`src/rtl/pi_client_ni_if.sv`:
```
// Client-side link bundle of the Pi-tree network interface: client TX/RX handshakes
// plus the router-facing packet ports.
interface pi_client_ni_if #(
    parameter int A_W = 4,
    parameter int D_W = 32
);
    logic           tx_valid;
    logic           tx_ready;
    logic [A_W-1:0] tx_addr;
    logic [D_W-1:0] tx_data;

    logic           rx_valid;
    logic           rx_ready;
    logic [D_W-1:0] rx_data;
    logic           rx_defl;

    logic           noc_i_v;
    logic           noc_i_defl;
    logic [A_W-1:0] noc_i_addr;
    logic [D_W-1:0] noc_i_data;

    logic           noc_o_v;
    logic           noc_o_defl;
    logic [A_W-1:0] noc_o_addr;
    logic [D_W-1:0] noc_o_data;

    // Client / router side
    modport master (
        output tx_valid, tx_addr, tx_data, rx_ready,
        output noc_i_v, noc_i_defl, noc_i_addr, noc_i_data,
        input  tx_ready, rx_valid, rx_data, rx_defl,
        input  noc_o_v, noc_o_defl, noc_o_addr, noc_o_data
    );

    // Network interface side
    modport slave (
        input  tx_valid, tx_addr, tx_data, rx_ready,
        input  noc_i_v, noc_i_defl, noc_i_addr, noc_i_data,
        output tx_ready, rx_valid, rx_data, rx_defl,
        output noc_o_v, noc_o_defl, noc_o_addr, noc_o_data
    );
endinterface

```
`src/rtl/pi_client_ni.sv`:
```
// Leaf network interface: TX FIFO injection, RX FIFO ejection, and one-cycle re-injection
// (deflection) of any arriving packet that cannot be accepted.
module pi_client_ni #(
    parameter int N        = 8,
    parameter int A_W      = $clog2(N) + 1,
    parameter int D_W      = 32,
    parameter int POSX     = 0,
    parameter int TX_DEPTH = 4,
    parameter int RX_DEPTH = 4
) (
    input  logic                clk,
    input  logic                rst,
    input  logic                ce,
    pi_client_ni_if.slave       bus,
    output logic [15:0]         defl_cnt
);
    localparam int TAW = $clog2(TX_DEPTH);
    localparam int RAW = $clog2(RX_DEPTH);
    localparam logic [A_W-1:0] POS_ADDR = A_W'(POSX);
    localparam logic [TAW:0]   TX_FULL  = (TAW + 1)'(TX_DEPTH);
    localparam logic [RAW:0]   RX_FULL  = (RAW + 1)'(RX_DEPTH);

    logic [A_W+D_W-1:0] tx_mem [TX_DEPTH];
    logic [D_W:0]       rx_mem [RX_DEPTH];

    logic [TAW-1:0] tx_wr_q, tx_wr_d, tx_rd_q, tx_rd_d;
    logic [TAW:0]   tx_cnt_q, tx_cnt_d;
    logic [RAW-1:0] rx_wr_q, rx_wr_d, rx_rd_q, rx_rd_d;
    logic [RAW:0]   rx_cnt_q, rx_cnt_d;

    logic           o_v_q, o_v_d, o_defl_q, o_defl_d;
    logic [A_W-1:0] o_addr_q, o_addr_d;
    logic [D_W-1:0] o_data_q, o_data_d;
    logic [15:0]    defl_cnt_q, defl_cnt_d;

    logic tx_ready, tx_push, tx_pop, rx_full, rx_nonempty, rx_push, rx_pop, bounce;
    logic [A_W+D_W-1:0] tx_head;
    logic [D_W:0]       rx_head;

    assign tx_head     = tx_mem[tx_rd_q];
    assign rx_head     = rx_mem[rx_rd_q];
    assign tx_ready    = (tx_cnt_q != TX_FULL);
    assign rx_full     = (rx_cnt_q == RX_FULL);
    assign rx_nonempty = (rx_cnt_q != '0);

    // Full flags use registered occupancy only, so a same-cycle RX read never makes room.
    assign bounce  = ce & bus.noc_i_v & ((bus.noc_i_addr != POS_ADDR) | rx_full);
    assign rx_push = ce & bus.noc_i_v & ~bounce;
    assign rx_pop  = ce & rx_nonempty & bus.rx_ready;
    assign tx_push = ce & bus.tx_valid & tx_ready;
    assign tx_pop  = ce & ~bounce & (tx_cnt_q != '0);

    always_comb begin
        tx_wr_d    = tx_push ? tx_wr_q + TAW'(1) : tx_wr_q;
        tx_rd_d    = tx_pop  ? tx_rd_q + TAW'(1) : tx_rd_q;
        rx_wr_d    = rx_push ? rx_wr_q + RAW'(1) : rx_wr_q;
        rx_rd_d    = rx_pop  ? rx_rd_q + RAW'(1) : rx_rd_q;
        tx_cnt_d   = tx_cnt_q;
        rx_cnt_d   = rx_cnt_q;
        o_v_d      = o_v_q;
        o_defl_d   = o_defl_q;
        o_addr_d   = o_addr_q;
        o_data_d   = o_data_q;
        defl_cnt_d = defl_cnt_q;

        if (tx_push && !tx_pop) tx_cnt_d = tx_cnt_q + (TAW + 1)'(1);
        else if (!tx_push && tx_pop) tx_cnt_d = tx_cnt_q - (TAW + 1)'(1);
        if (rx_push && !rx_pop) rx_cnt_d = rx_cnt_q + (RAW + 1)'(1);
        else if (!rx_push && rx_pop) rx_cnt_d = rx_cnt_q - (RAW + 1)'(1);

        if (ce) begin
            if (bounce) begin
                o_v_d    = 1'b1;
                o_defl_d = 1'b1;
                o_addr_d = bus.noc_i_addr;
                o_data_d = bus.noc_i_data;
                if (defl_cnt_q != 16'hFFFF) defl_cnt_d = defl_cnt_q + 16'd1;
            end else if (tx_pop) begin
                o_v_d    = 1'b1;
                o_defl_d = 1'b0;
                o_addr_d = tx_head[A_W+D_W-1:D_W];
                o_data_d = tx_head[D_W-1:0];
            end else begin
                o_v_d    = 1'b0;
                o_defl_d = 1'b0;
            end
        end
    end

    always_ff @(posedge clk or negedge rst) begin
        if (!rst) begin
            tx_wr_q    <= '0;
            tx_rd_q    <= '0;
            tx_cnt_q   <= '0;
            rx_wr_q    <= '0;
            rx_rd_q    <= '0;
            rx_cnt_q   <= '0;
            o_v_q      <= 1'b0;
            o_defl_q   <= 1'b0;
            o_addr_q   <= '0;
            o_data_q   <= '0;
            defl_cnt_q <= '0;
        end else begin
            tx_wr_q    <= tx_wr_d;
            tx_rd_q    <= tx_rd_d;
            tx_cnt_q   <= tx_cnt_d;
            rx_wr_q    <= rx_wr_d;
            rx_rd_q    <= rx_rd_d;
            rx_cnt_q   <= rx_cnt_d;
            o_v_q      <= o_v_d;
            o_defl_q   <= o_defl_d;
            o_addr_q   <= o_addr_d;
            o_data_q   <= o_data_d;
            defl_cnt_q <= defl_cnt_d;
        end
    end

    // Storage needs no reset: occupancy gates every read.
    always_ff @(posedge clk) begin
        if (tx_push) tx_mem[tx_wr_q] <= {bus.tx_addr, bus.tx_data};
        if (rx_push) rx_mem[rx_wr_q] <= {bus.noc_i_defl, bus.noc_i_data};
    end

    assign bus.tx_ready   = tx_ready;
    assign bus.rx_valid   = rx_nonempty;
    assign bus.rx_data    = rx_nonempty ? rx_head[D_W-1:0] : '0;
    assign bus.rx_defl    = rx_nonempty & rx_head[D_W];
    assign bus.noc_o_v    = o_v_q;
    assign bus.noc_o_defl = o_defl_q;
    assign bus.noc_o_addr = o_addr_q;
    assign bus.noc_o_data = o_data_q;
    assign defl_cnt       = defl_cnt_q;
endmodule

```
`src/flat_wrapper.sv`:
```
// flat-port wrapper written by rule: the top's interface ports become plain ports
module pi_client_ni_flat 
#(
    parameter int N        = 8,
    parameter int A_W      = $clog2(N) + 1,
    parameter int D_W      = 32,
    parameter int POSX     = 0,
    parameter int TX_DEPTH = 4,
    parameter int RX_DEPTH = 4
)
  (clk, rst, ce, defl_cnt, bus_tx_valid, bus_tx_addr, bus_tx_data, bus_rx_ready, bus_noc_i_v, bus_noc_i_defl, bus_noc_i_addr, bus_noc_i_data, bus_tx_ready, bus_rx_valid, bus_rx_data, bus_rx_defl, bus_noc_o_v, bus_noc_o_defl, bus_noc_o_addr, bus_noc_o_data);
  pi_client_ni_if #(.A_W(A_W), .D_W(D_W)) bus_i ();
  input  logic clk;
  input  logic rst;
  input  logic ce;
  output logic [15:0] defl_cnt;
  input wire logic [$bits(bus_i.tx_valid)-1:0] bus_tx_valid;
  input wire logic [$bits(bus_i.tx_addr)-1:0] bus_tx_addr;
  input wire logic [$bits(bus_i.tx_data)-1:0] bus_tx_data;
  input wire logic [$bits(bus_i.rx_ready)-1:0] bus_rx_ready;
  input wire logic [$bits(bus_i.noc_i_v)-1:0] bus_noc_i_v;
  input wire logic [$bits(bus_i.noc_i_defl)-1:0] bus_noc_i_defl;
  input wire logic [$bits(bus_i.noc_i_addr)-1:0] bus_noc_i_addr;
  input wire logic [$bits(bus_i.noc_i_data)-1:0] bus_noc_i_data;
  output wire logic [$bits(bus_i.tx_ready)-1:0] bus_tx_ready;
  output wire logic [$bits(bus_i.rx_valid)-1:0] bus_rx_valid;
  output wire logic [$bits(bus_i.rx_data)-1:0] bus_rx_data;
  output wire logic [$bits(bus_i.rx_defl)-1:0] bus_rx_defl;
  output wire logic [$bits(bus_i.noc_o_v)-1:0] bus_noc_o_v;
  output wire logic [$bits(bus_i.noc_o_defl)-1:0] bus_noc_o_defl;
  output wire logic [$bits(bus_i.noc_o_addr)-1:0] bus_noc_o_addr;
  output wire logic [$bits(bus_i.noc_o_data)-1:0] bus_noc_o_data;
  assign bus_i.tx_valid = bus_tx_valid;
  assign bus_i.tx_addr = bus_tx_addr;
  assign bus_i.tx_data = bus_tx_data;
  assign bus_i.rx_ready = bus_rx_ready;
  assign bus_i.noc_i_v = bus_noc_i_v;
  assign bus_i.noc_i_defl = bus_noc_i_defl;
  assign bus_i.noc_i_addr = bus_noc_i_addr;
  assign bus_i.noc_i_data = bus_noc_i_data;
  assign bus_tx_ready = bus_i.tx_ready;
  assign bus_rx_valid = bus_i.rx_valid;
  assign bus_rx_data = bus_i.rx_data;
  assign bus_rx_defl = bus_i.rx_defl;
  assign bus_noc_o_v = bus_i.noc_o_v;
  assign bus_noc_o_defl = bus_i.noc_o_defl;
  assign bus_noc_o_addr = bus_i.noc_o_addr;
  assign bus_noc_o_data = bus_i.noc_o_data;
  pi_client_ni #(.N(N), .A_W(A_W), .D_W(D_W), .POSX(POSX), .TX_DEPTH(TX_DEPTH), .RX_DEPTH(RX_DEPTH)) u_core (.clk(clk), .rst(rst), .ce(ce), .bus(bus_i), .defl_cnt(defl_cnt));
endmodule
```
`config.mk`:
```
export PLATFORM = sky130hd
export DESIGN_NAME = pi_client_ni_flat
export DESIGN_NICKNAME = d
export VERILOG_FILES = /design/src/rtl/pi_client_ni_if.sv /design/src/rtl/pi_client_ni.sv /design/src/flat_wrapper.sv
export SDC_FILE = /design/constraint.sdc
export NUM_CORES = 1
export LEC_CHECK = 0
export ABC_AREA = 1
export BUFFER_PORTS_ARGS = -buffer_cell sky130_fd_sc_hd__buf_2
export CAP_MARGIN = 20
export CORE_ASPECT_RATIO = 1.1
export CORE_UTILIZATION = 56
export DETAILED_ROUTE_END_ITERATION = 10
export PLACE_DENSITY = 0.77
export SYNTH_ARGS = -nofsm -noshare
export SYNTH_HDL_FRONTEND = slang
export SYNTH_SLANG_ARGS = --single-unit
```
`constraint.sdc`:
```
create_clock -name clk -period 3.5 [get_ports clk]
set_input_delay 0.875 -clock clk [delete_from_list [all_inputs] [get_ports clk]]
set_output_delay 0.875 -clock clk [all_outputs]
set_load 0.03 [all_outputs]
```
==> run metrics, run 1 <==
Pwr Density 811.3 nW/um2; final setup TNS 0 ns; required time of the critical path 2.62 ns; Slowest-stage cell, CP dfrtp_2; WL final 32110 um; drt drc 0; first-pass GRT wire length 49980 um; outcome finished clean; Routed WL per cell 16.58 um; syn avg cell area 10.47 um2; DRT antenna net count 0; Tightest Pin Transition 0.9279 ns; # IOs 168; core footprint 25490 um2; cts hold-fix bufs 0; DP Worst Slack 0.6421 ns; slew margin rel. 38.14%; Max IR drop VDD 511.0 uV; Max Cap Viol 0; layout cells sized above 1 18.71%; Crit path max-delay family buffers and inverters; Via density 5.274; Post-Syn Area 14680 um2; iteration count of the initial detailed-routing pass 5; CTS H-tree depth 2; final setup violation count 0; Final Slew Violations 0; nets@finish 1652; Fillers 1976; post-CTS sizing 0; area of the multi-input gates 4099 um2; type of destination of the critical path primary output; period utilisation layout 95.49%; Hold Path Class input port to async pin; WP depth 6; number of global-route vias before repair 9504; GR Util All Layers 24.40%; Yosys cell types 30; Die Ht 171.8 um; Final HPWL DP 20630 um; worst path arrival time 2.47 ns; Startpoint Class flop; count of port buffers added during placement 167; Synth Warn # 0; CTS tree built; FMAX 299.2 MHz; post-layout instance area 17000 um2; postcts setup bufs 0; Static Leakage 7.171 nW; final-report hold violation count 0; syn nets 1493; FF+latch area 9992 um2; CP max stage delay 0.58 ns; DP Area 15920 um2; critical path type flop to primary output; Worst path most repeated cell nor2_1; CP max FO 50; crit path capture bus_rx_data[3]; initial antenna violation count 1; Worst R2R Path Depth 12; Worst Setup SP u_core.rx_rd_q[0]; Finished Core Util 66.70%; WHS 0.3422 ns; post-route minimum period 3.342 ns; Synth Register Bits 344; FF-to-FF setup slack 1.05 ns; Seq/Total Area, Yosys 68.07%; buffer and inverter count on the worst path 2; r2r startpoint u_core.rx_cnt_q[0]; Initial Utilization 57.57%; RD Place Congestion 0.8533; Clock transition at path regs 0.06 ns; Die Footprint 26860 um2; cell row count 61; Setup Skew 0.02175 ns; Die X 156.4 um; RSZ-0062 raised after global routing no; Final WS setup 0.1580 ns; Area Growth Syn to Fin 15.87%; largest net degree at the start of global routing 106; worst path cell trace buf_4, nor2_1, nor2_1, o21ai_0, a21oi_1, buf_2; Clock Sinks 344; DR vias 10220; grt ovf 0; Initial DRC Count 680; CTS Buf Count 35; Clock Tree Buf Depth 3; r2r endpoint u_core.tx_cnt_q[2]; Clock Latency Late Sink 0.53 ns; Synth Instances 1401; CTS Root Cell clkbuf_16
-- sequential cells by signal, summed over array words and instances, names as in the netlist, 2 cells and up --
name / cells
u_core.rx_mem: 132
u_core.tx_mem: 144
u_core.rx_wr_q: 2
u_core.defl_cnt: 16
u_core.tx_cnt_q: 3
u_core.tx_wr_q: 2
u_core.rx_cnt_q: 3
u_core.rx_rd_q: 2
u_core.tx_rd_q: 2
u_core.bus.noc_o_data: 32
u_core.bus.noc_o_addr: 4
-- through the flow --
stage          cells  total power, mW
2_1_floorplan   1401            8.833
3_3_place_gp    1868            10.21
3_5_place_dp    1869            10.36
4_1_cts         1933            13.87
5_1_grt         1933            14.54
6_report        1937            13.80
-- routing by layer --
| layer | part of all wire (%) | up-vias | GRT usage, % | wire length [um] |
|---|---|---|---|---|
| li1 | - | 4961 | - | - |
| met1 | 41 | 4818 | 32.09 | 13200 |
| met2 | 49 | 369 | 40.74 | 15760 |
| met3 | 6.7 | 68 | 4.107 | 2163 |
| met4 | 3.1 | 0 | 9.463 | 981 |
| met5 | 0 | - | 0 | 0 |
-- area by class of cell --
class                   count  area share [%]
inverters                  83           1.840
repair buffers            192           6.358
clock buffers              44           5.467
multi-input cells         904           24.11
flip-flops and latches    344           58.76
diodes                      4         0.05887
well taps                 346           2.546
clock inverters            20          0.8609
-- cells in the final DEF (no fill, tap or decap), drive strengths merged, types with 4 or more instances in the layout --
cell type,Yosys,layout
clkbuf,28,44
dfrtp,68,68
inv,81,86
a21oi,37,37
xor2,9,9
clkinvlp,0,4
nand4,4,4
o21ai,84,84
clkinv,2,12
xnor2,8,8
edfxtp,276,276
diode,0,4
nand2,418,418
buf,42,192
nor2,181,181
nand3,112,112
o22ai,4,4
ha,11,11
or2,32,32
-- kinds of logic (layout without fill, tap and decap cells) --
family                   after synthesis  in the layout  share of synthesized area [%]
XOR/XNOR                              17             17                          1.015
AO/OA/AOI/OAI                        126            126                          4.348
other                                  0              4                              0
AND/OR/NAND/NOR                      748            748                          20.93
adder cells (fa/ha/maj)               13             13                          1.211
flip-flops                           344            344                          68.07
buffers and inverters                153            339                          4.425
-- Yosys cell counts --
cell / number / area (um2)
a21oi_1: 37 / 185.2
edfxtp_1: 276 / 8288
buf_6: 3 / 33.78
o21ai_0: 84 / 420.4
nand2_4: 1 / 11.26
nor3_1: 1 / 5.000
nor2_4: 1 / 11.26
xor2_1: 9 / 78.83
nand2_1: 415 / 1558
nor2_1: 177 / 664.4
nand2_2: 2 / 12.51
inv_2: 2 / 7.510
nand3_1: 111 / 555.5
nand3_2: 1 / 10.01
buf_1: 8 / 30.03
nor2_2: 3 / 18.77
o211ai_1: 1 / 7.510
o22ai_1: 4 / 25.02
clkinv_1: 1 / 3.750
xnor2_1: 8 / 70.07
ha_1: 11 / 137.6
buf_2: 26 / 130.1
buf_4: 5 / 37.54
clkbuf_1: 28 / 105.1
dfrtp_1: 68 / 1702
clkinv_2: 1 / 5.000
nand4_1: 4 / 25.02
inv_1: 79 / 296.5
fa_1: 2 / 40.04
or2_2: 32 / 200.2
-- how the worst min path moves through the flow --
stage                                endpoint  slack [ns]                       from  cells after the start
global route        u_core.bus.noc_o_data[13]        0.38                        rst                      2
floorplan                   u_core.rx_wr_q[0]        0.49          u_core.rx_wr_q[0]                      1
global placement     u_core.bus.noc_o_data[4]        0.49   u_core.bus.noc_o_data[4]                      2
detailed placement  u_core.bus.noc_o_data[25]        0.49  u_core.bus.noc_o_data[25]                      2
CTS                 u_core.bus.noc_o_data[14]        0.37                        rst                      2
finish              u_core.bus.noc_o_data[13]        0.34                        rst                      2
-- report_power, final --
group	switching [mW]	internal, mW
Sequential	0.360	4.93
Combinational	3.53	1.48
Clock	1.51	1.98
Total	5.40	8.39
Note: power is estimated with default switching activity, not from simulation.
==> inputs of run 2 (changes only) <==
- CORE_UTILIZATION: 56 -> 40
- PLACE_DENSITY: 0.77 -> unset
==> run metrics, run 2 (synthesized netlist as in run 1, its figures left out) <==
outcome finished clean; DP Area 16040 um2 (+0.79%); critical path type flop to primary output; count of port buffers added during placement 167 (unchanged); Biggest register u_core.tx_mem; WL final 33580 um (+4.6%); Final HPWL DP 21390 um (+3.7%); core footprint 36170 um2 (+42%); cts hold-fix bufs 0 (unchanged); Hold Path Class input port to async pin; Via density 4.751 (-9.9%); type of destination of the critical path primary output; final setup TNS 0 ns (unchanged); Max IR drop VDD 431.9 uV (-15%); Clock Latency Late Sink 0.52 ns (about the same); Clock transition at path regs 0.06 ns (about the same); nets@finish 1652 (unchanged); post-layout instance area 17150 um2 (+0.85%); Setup Skew 0.01973 ns (-0.002023 ns); Clock Tree Buf Depth 3 (unchanged); Die Footprint 37460 um2 (+39%); Final WS setup 0.3519 ns (+0.1939 ns); GR Util All Layers 18.27% (-6.1 points); layout cells sized above 1 18.85% (+0.14 points); period utilisation layout 89.95% (-5.5 points); Area Growth Syn to Fin 16.85%; Tightest Pin Transition 0.9693 ns (+0.04146 ns); Static Leakage 7.167 nW (about the same); RSZ-0062 raised after global routing no; max reg flops 144 (unchanged); most common cell after layout, fill and taps aside nand2_1; Worst Setup SP u_core.rx_cnt_q[0]; Routed WL per cell 16.18 um (-2.4%); post-CTS sizing 0 (unchanged); worst path arrival time 2.27 ns (-0.20 ns); Initial Utilization 40.57% (-17 points); # IOs 168 (unchanged); number of global-route vias before repair 9512 (+0.084%); Fillers 3387 (+71%); Max Cap Viol 0 (unchanged); CTS H-tree depth 2 (unchanged); CTS Root Cell clkbuf_16; grt ovf 0 (unchanged); DRT antenna net count 0 (unchanged); DP Worst Slack 0.6845 ns (+0.04238 ns); initial antenna violation count 6 (+5); Clock Sinks 344 (unchanged); post-route minimum period 3.148 ns (-0.1939 ns); Final Slew Violations 0 (unchanged); postcts setup bufs 0 (unchanged); iteration count of the initial detailed-routing pass 5 (unchanged); DR top layer met5; r2r startpoint u_core.tx_cnt_q[0]; final-report hold violation count 0 (unchanged); metal3 WL 1660 um (-23%); largest net degree at the start of global routing 106 (unchanged); met2 wire length 16440 um (+4.3%); Startpoint Class flop; slew margin rel. 35.38% (-2.8 points); DR vias 9859 (-3.5%); commonest cells after routing, fill and taps aside 414 x nand2_1, 276 x edfxtp_1, 169 x nor2_1, 166 x buf_2, 111 x nand3_1; Die X 184.6 um (+18%); CTS Buf Count 36 (+2.9%); Initial DRC Count 617 (-9.3%); CP max FO 14 (-72%); FMAX 317.7 MHz (+6.2%); CTS tree built; final setup violation count 0 (unchanged); RD Place Congestion 0.8694 (+1.9%); Pwr Density 806.0 nW/um2 (-0.65%); required time of the critical path 2.62 ns (about the same); drt drc 0 (unchanged); Die Ht 202.9 um (+18%); cell row count 73 (+20%); first-pass GRT wire length 52650 um (+5.3%); Metal-1 WL 14550 um (+10%)
-- run 2: cell count changes in the layout (fill, tap and decap cells not counted), sizes merged --
cell / before / now
inv: 86 / 81
clkbuf: 44 / 47
diode: 4 / 2
buf: 192 / 191
clkinv: 12 / 13
clkinvlp: 4 / 5
-- run 2: layout make-up --
type	count	area, um2	share of cell area [%]
clock buffer	47	973.4	5.677
clock inverter	17	125.1	0.7297
antenna	2	5.005	0.02919
tap	487	609.3	3.553
multi-input combinational	904	4099	23.90
timing repair buffer	191	1031	6.012
inverter	83	312.8	1.824
sequential	344	9992	58.27
-- run 2: metal layers --
metal	track usage, %	vias up
li1	-	4956
met1	23.84	4622
met2	30.71	210
met4	5.844	10
met3	3.372	61
met5	0	-
-- run 2: final timing paths --
path,to,slack [ns],cells past startpoint
max in group asynchronous,u_core.rx_rd_q[0],2.31,1
max reg2reg,u_core.tx_cnt_q[2],1.21,10
max,bus_rx_data[8],0.35,6
min in group clk,u_core.bus.noc_o_data[2],0.51,2
min,u_core.defl_cnt[6],0.48,1
min reg2reg,u_core.bus.noc_o_data[2],0.51,2
-- run 2: report_power, final --
part	leakage [nW]	switching, mW	internal (mW)
Combinational	3.30	3.57	1.47
Sequential	3.33	0.283	4.93
Clock	0.530	1.53	2.04
-- run 2: critical path, cell delays in order, from the launching register on --
cell and delay (ns):
dfrtp_1 0.44, inv_2 0.08, nand3_1 0.14, inv_1 0.50, buf_4 0.30, a21oi_1 0.09
buf_2 0.20
-- run 2: metrics by stage --
| step | total power [mW] | utilization [%] | hold slack (ns) | cells |
|---|---|---|---|---|
| after floorplan | 8.833 | - | 0.4936 | 1401 |
| after global placement | 10.34 | 44.36 | 0.4881 | 2009 |
| after detailed placement | 10.40 | 44.36 | 0.4954 | 2009 |
| after CTS | 14.00 | 47.40 | 0.5114 | 2073 |
| after global routing | 14.71 | 47.40 | 0.5370 | 2074 |
| final | 13.82 | 47.41 | 0.4796 | 2075 |
==> inputs of run 3 (changes only) <==
- PLACE_DENSITY_LB_ADDON: unset -> 0.12
==> run metrics, run 3 (synthesized netlist as in run 1, its figures left out) <==
initial antenna violation count 5 (-1); period utilisation layout 94.44% (+4.5 points); Fillers 3411 (+0.71%); largest net degree at the start of global routing 106 (unchanged); nets@finish 1656 (+0.24%); slew margin rel. 33.32% (-2.1 points); max reg flops 144 (unchanged); Metal-1 WL 15980 um (+9.9%); GR Util All Layers 18.61% (+0.34 points); Final Slew Violations 0 (unchanged); RSZ-0062 raised after global routing no; CTS H-tree depth 2 (unchanged); CP max FO 26 (+12); Initial DRC Count 603 (-2.3%); CTS Root Cell clkbuf_16; DRT antenna net count 0 (unchanged); count of port buffers added during placement 167 (unchanged); WL final 34440 um (+2.6%); Clock transition at path regs 0.06 ns (about the same); cell row count 73 (unchanged); Clock Sinks 344 (unchanged); Final HPWL DP 21990 um (+2.8%); Die Ht 202.9 um (unchanged); outcome finished clean; FMAX 302.5 MHz (-4.8%); Hold Path Class input port to async pin; Area Growth Syn to Fin 17.15%; Tightest Pin Transition 1.000 ns (+0.03081 ns); Clock Tree Buf Depth 3 (unchanged); commonest cells after routing, fill and taps aside 414 x nand2_1, 276 x edfxtp_1, 169 x nor2_1, 166 x buf_2, 111 x nand3_1; Clock Latency Late Sink 0.51 ns (about the same); core footprint 36170 um2 (unchanged); metal3 WL 1587 um (-4.4%); DR top layer met5; final std cells w/o fill 2079 (+0.19%); final-report hold violation count 0 (unchanged); drt drc 0 (unchanged); Max Cap Viol 0 (unchanged); type of destination of the critical path primary output; Biggest register u_core.tx_mem; postcts setup bufs 0 (unchanged); Setup Skew 0.01161 ns (-0.008113 ns); worst path arrival time 2.43 ns (+0.16 ns); number of global-route vias before repair 9410 (-1.1%); Startpoint Class flop; # IOs 168 (unchanged); iteration count of the initial detailed-routing pass 4 (-1); Static Leakage 7.208 nW (+0.57%); CTS tree built; Die X 184.6 um (unchanged); Initial Utilization 40.57% (unchanged); Die Footprint 37460 um2 (unchanged); CTS Buf Count 37 (+2.8%); first-pass GRT wire length 53670 um (+1.9%); DR vias 9895 (+0.37%); required time of the critical path 2.62 ns (about the same); Pwr Density 811.0 nW/um2 (+0.62%); Max IR drop VDD 417.1 uV (-3.4%); final setup TNS 0 ns (unchanged); layout cells sized above 1 18.94% (+0.090 points); grt ovf 0 (unchanged); RD Place Congestion 0.8333 (-4.2%); critical path type flop to primary output; post-route minimum period 3.305 ns (+0.1574 ns); Routed WL per cell 16.56 um (+2.4%); cts hold-fix bufs 0 (unchanged); Via density 4.759 (+0.17%); most common cell after layout, fill and taps aside nand2_1; met2 wire length 15900 um (-3.3%); dpl cells 2012 (+0.15%); final setup violation count 0 (unchanged)
-- run 3: changes by cell type in the layout (fill, tap and decap cells not counted), moves of 2 or more --
cell,delta
clkbuf_1,-2
clkinv_1,+4
clkinvlp_4,-4
nor2_2,+3
nor2_4,-3
-- run 3: per-stage QoR --
stage	hold slack, ns	utilization, %	power (mW)	setup slack [ns]	instance area [um2]
CTS	0.4037	47.50	14.14	0.08670	17180
global placement	0.4870	44.41	10.40	0.6783	16060
global route	0.4030	47.51	14.84	0.008459	17180
floorplan	0.4936	-	8.833	0.1825	14680
detailed placement	0.4923	44.41	10.44	0.6489	16060
finish	0.3629	47.53	13.94	0.1945	17190
-- run 3: cell type report --
cell class	count	area, um2	share of cell area (%)
multi-input cells	904	4084	23.76
clock inverters	18	136.4	0.7933
repair buffers	194	1070	6.223
clock buffers	46	979.7	5.699
flip-flops and latches	344	9992	58.12
inverters	83	312.8	1.820
diodes	3	7.507	0.04367
well taps	487	609.3	3.544
-- run 3: per-layer routing --
metal,up-vias,global-route usage [%]
li1,4979,-
met3,60,3.318
met2,178,29.62
met5,-,0
met1,4674,25.76
met4,4,6.051
-- run 3: power by group --
| group | leakage, nW | internal (mW) | switching [mW] |
|---|---|---|---|
| clock network | 0.554 | 2.13 | 1.53 |
| logic | 3.32 | 1.47 | 3.56 |
| registers | 3.33 | 4.93 | 0.320 |
| total | 7.21 | 8.53 | 5.41 |
-- run 3: path summary, 6_finish.rpt --
check | slack [ns] | depth (start not counted) | startpoint | to
max in group asynchronous | 2.42 | 2 | rst | u_core.bus.noc_o_data[10]
max | 0.19 | 7 | u_core.rx_rd_q[1] | bus_rx_data[1]
min in group clk | 0.50 | 2 | u_core.bus.noc_o_data[1] | u_core.bus.noc_o_data[1]
max reg2reg | 1.19 | 7 | u_core.rx_cnt_q[0] | u_core.rx_mem[1][15]
min | 0.36 | 1 | rst | u_core.defl_cnt[6]
min reg2reg | 0.50 | 2 | u_core.bus.noc_o_data[1] | u_core.bus.noc_o_data[1]
-- run 3: worst max-delay path: stages (launching register included) --
cell     delay (ns)
dfrtp_1        0.35
buf_4          0.31
inv_1          0.22
buf_4          0.28
nor2_1         0.12
o21ai_0        0.09
a21oi_1        0.28
buf_2          0.26
-- run 3: repair_timing --
| item | CTS | global route |
|---|---|---|
| gates resized for setup | 0 | 1 |
| setup endpoints to repair | 0 | 3 |
| endpoints found under the hold margin | 0 | 0 |
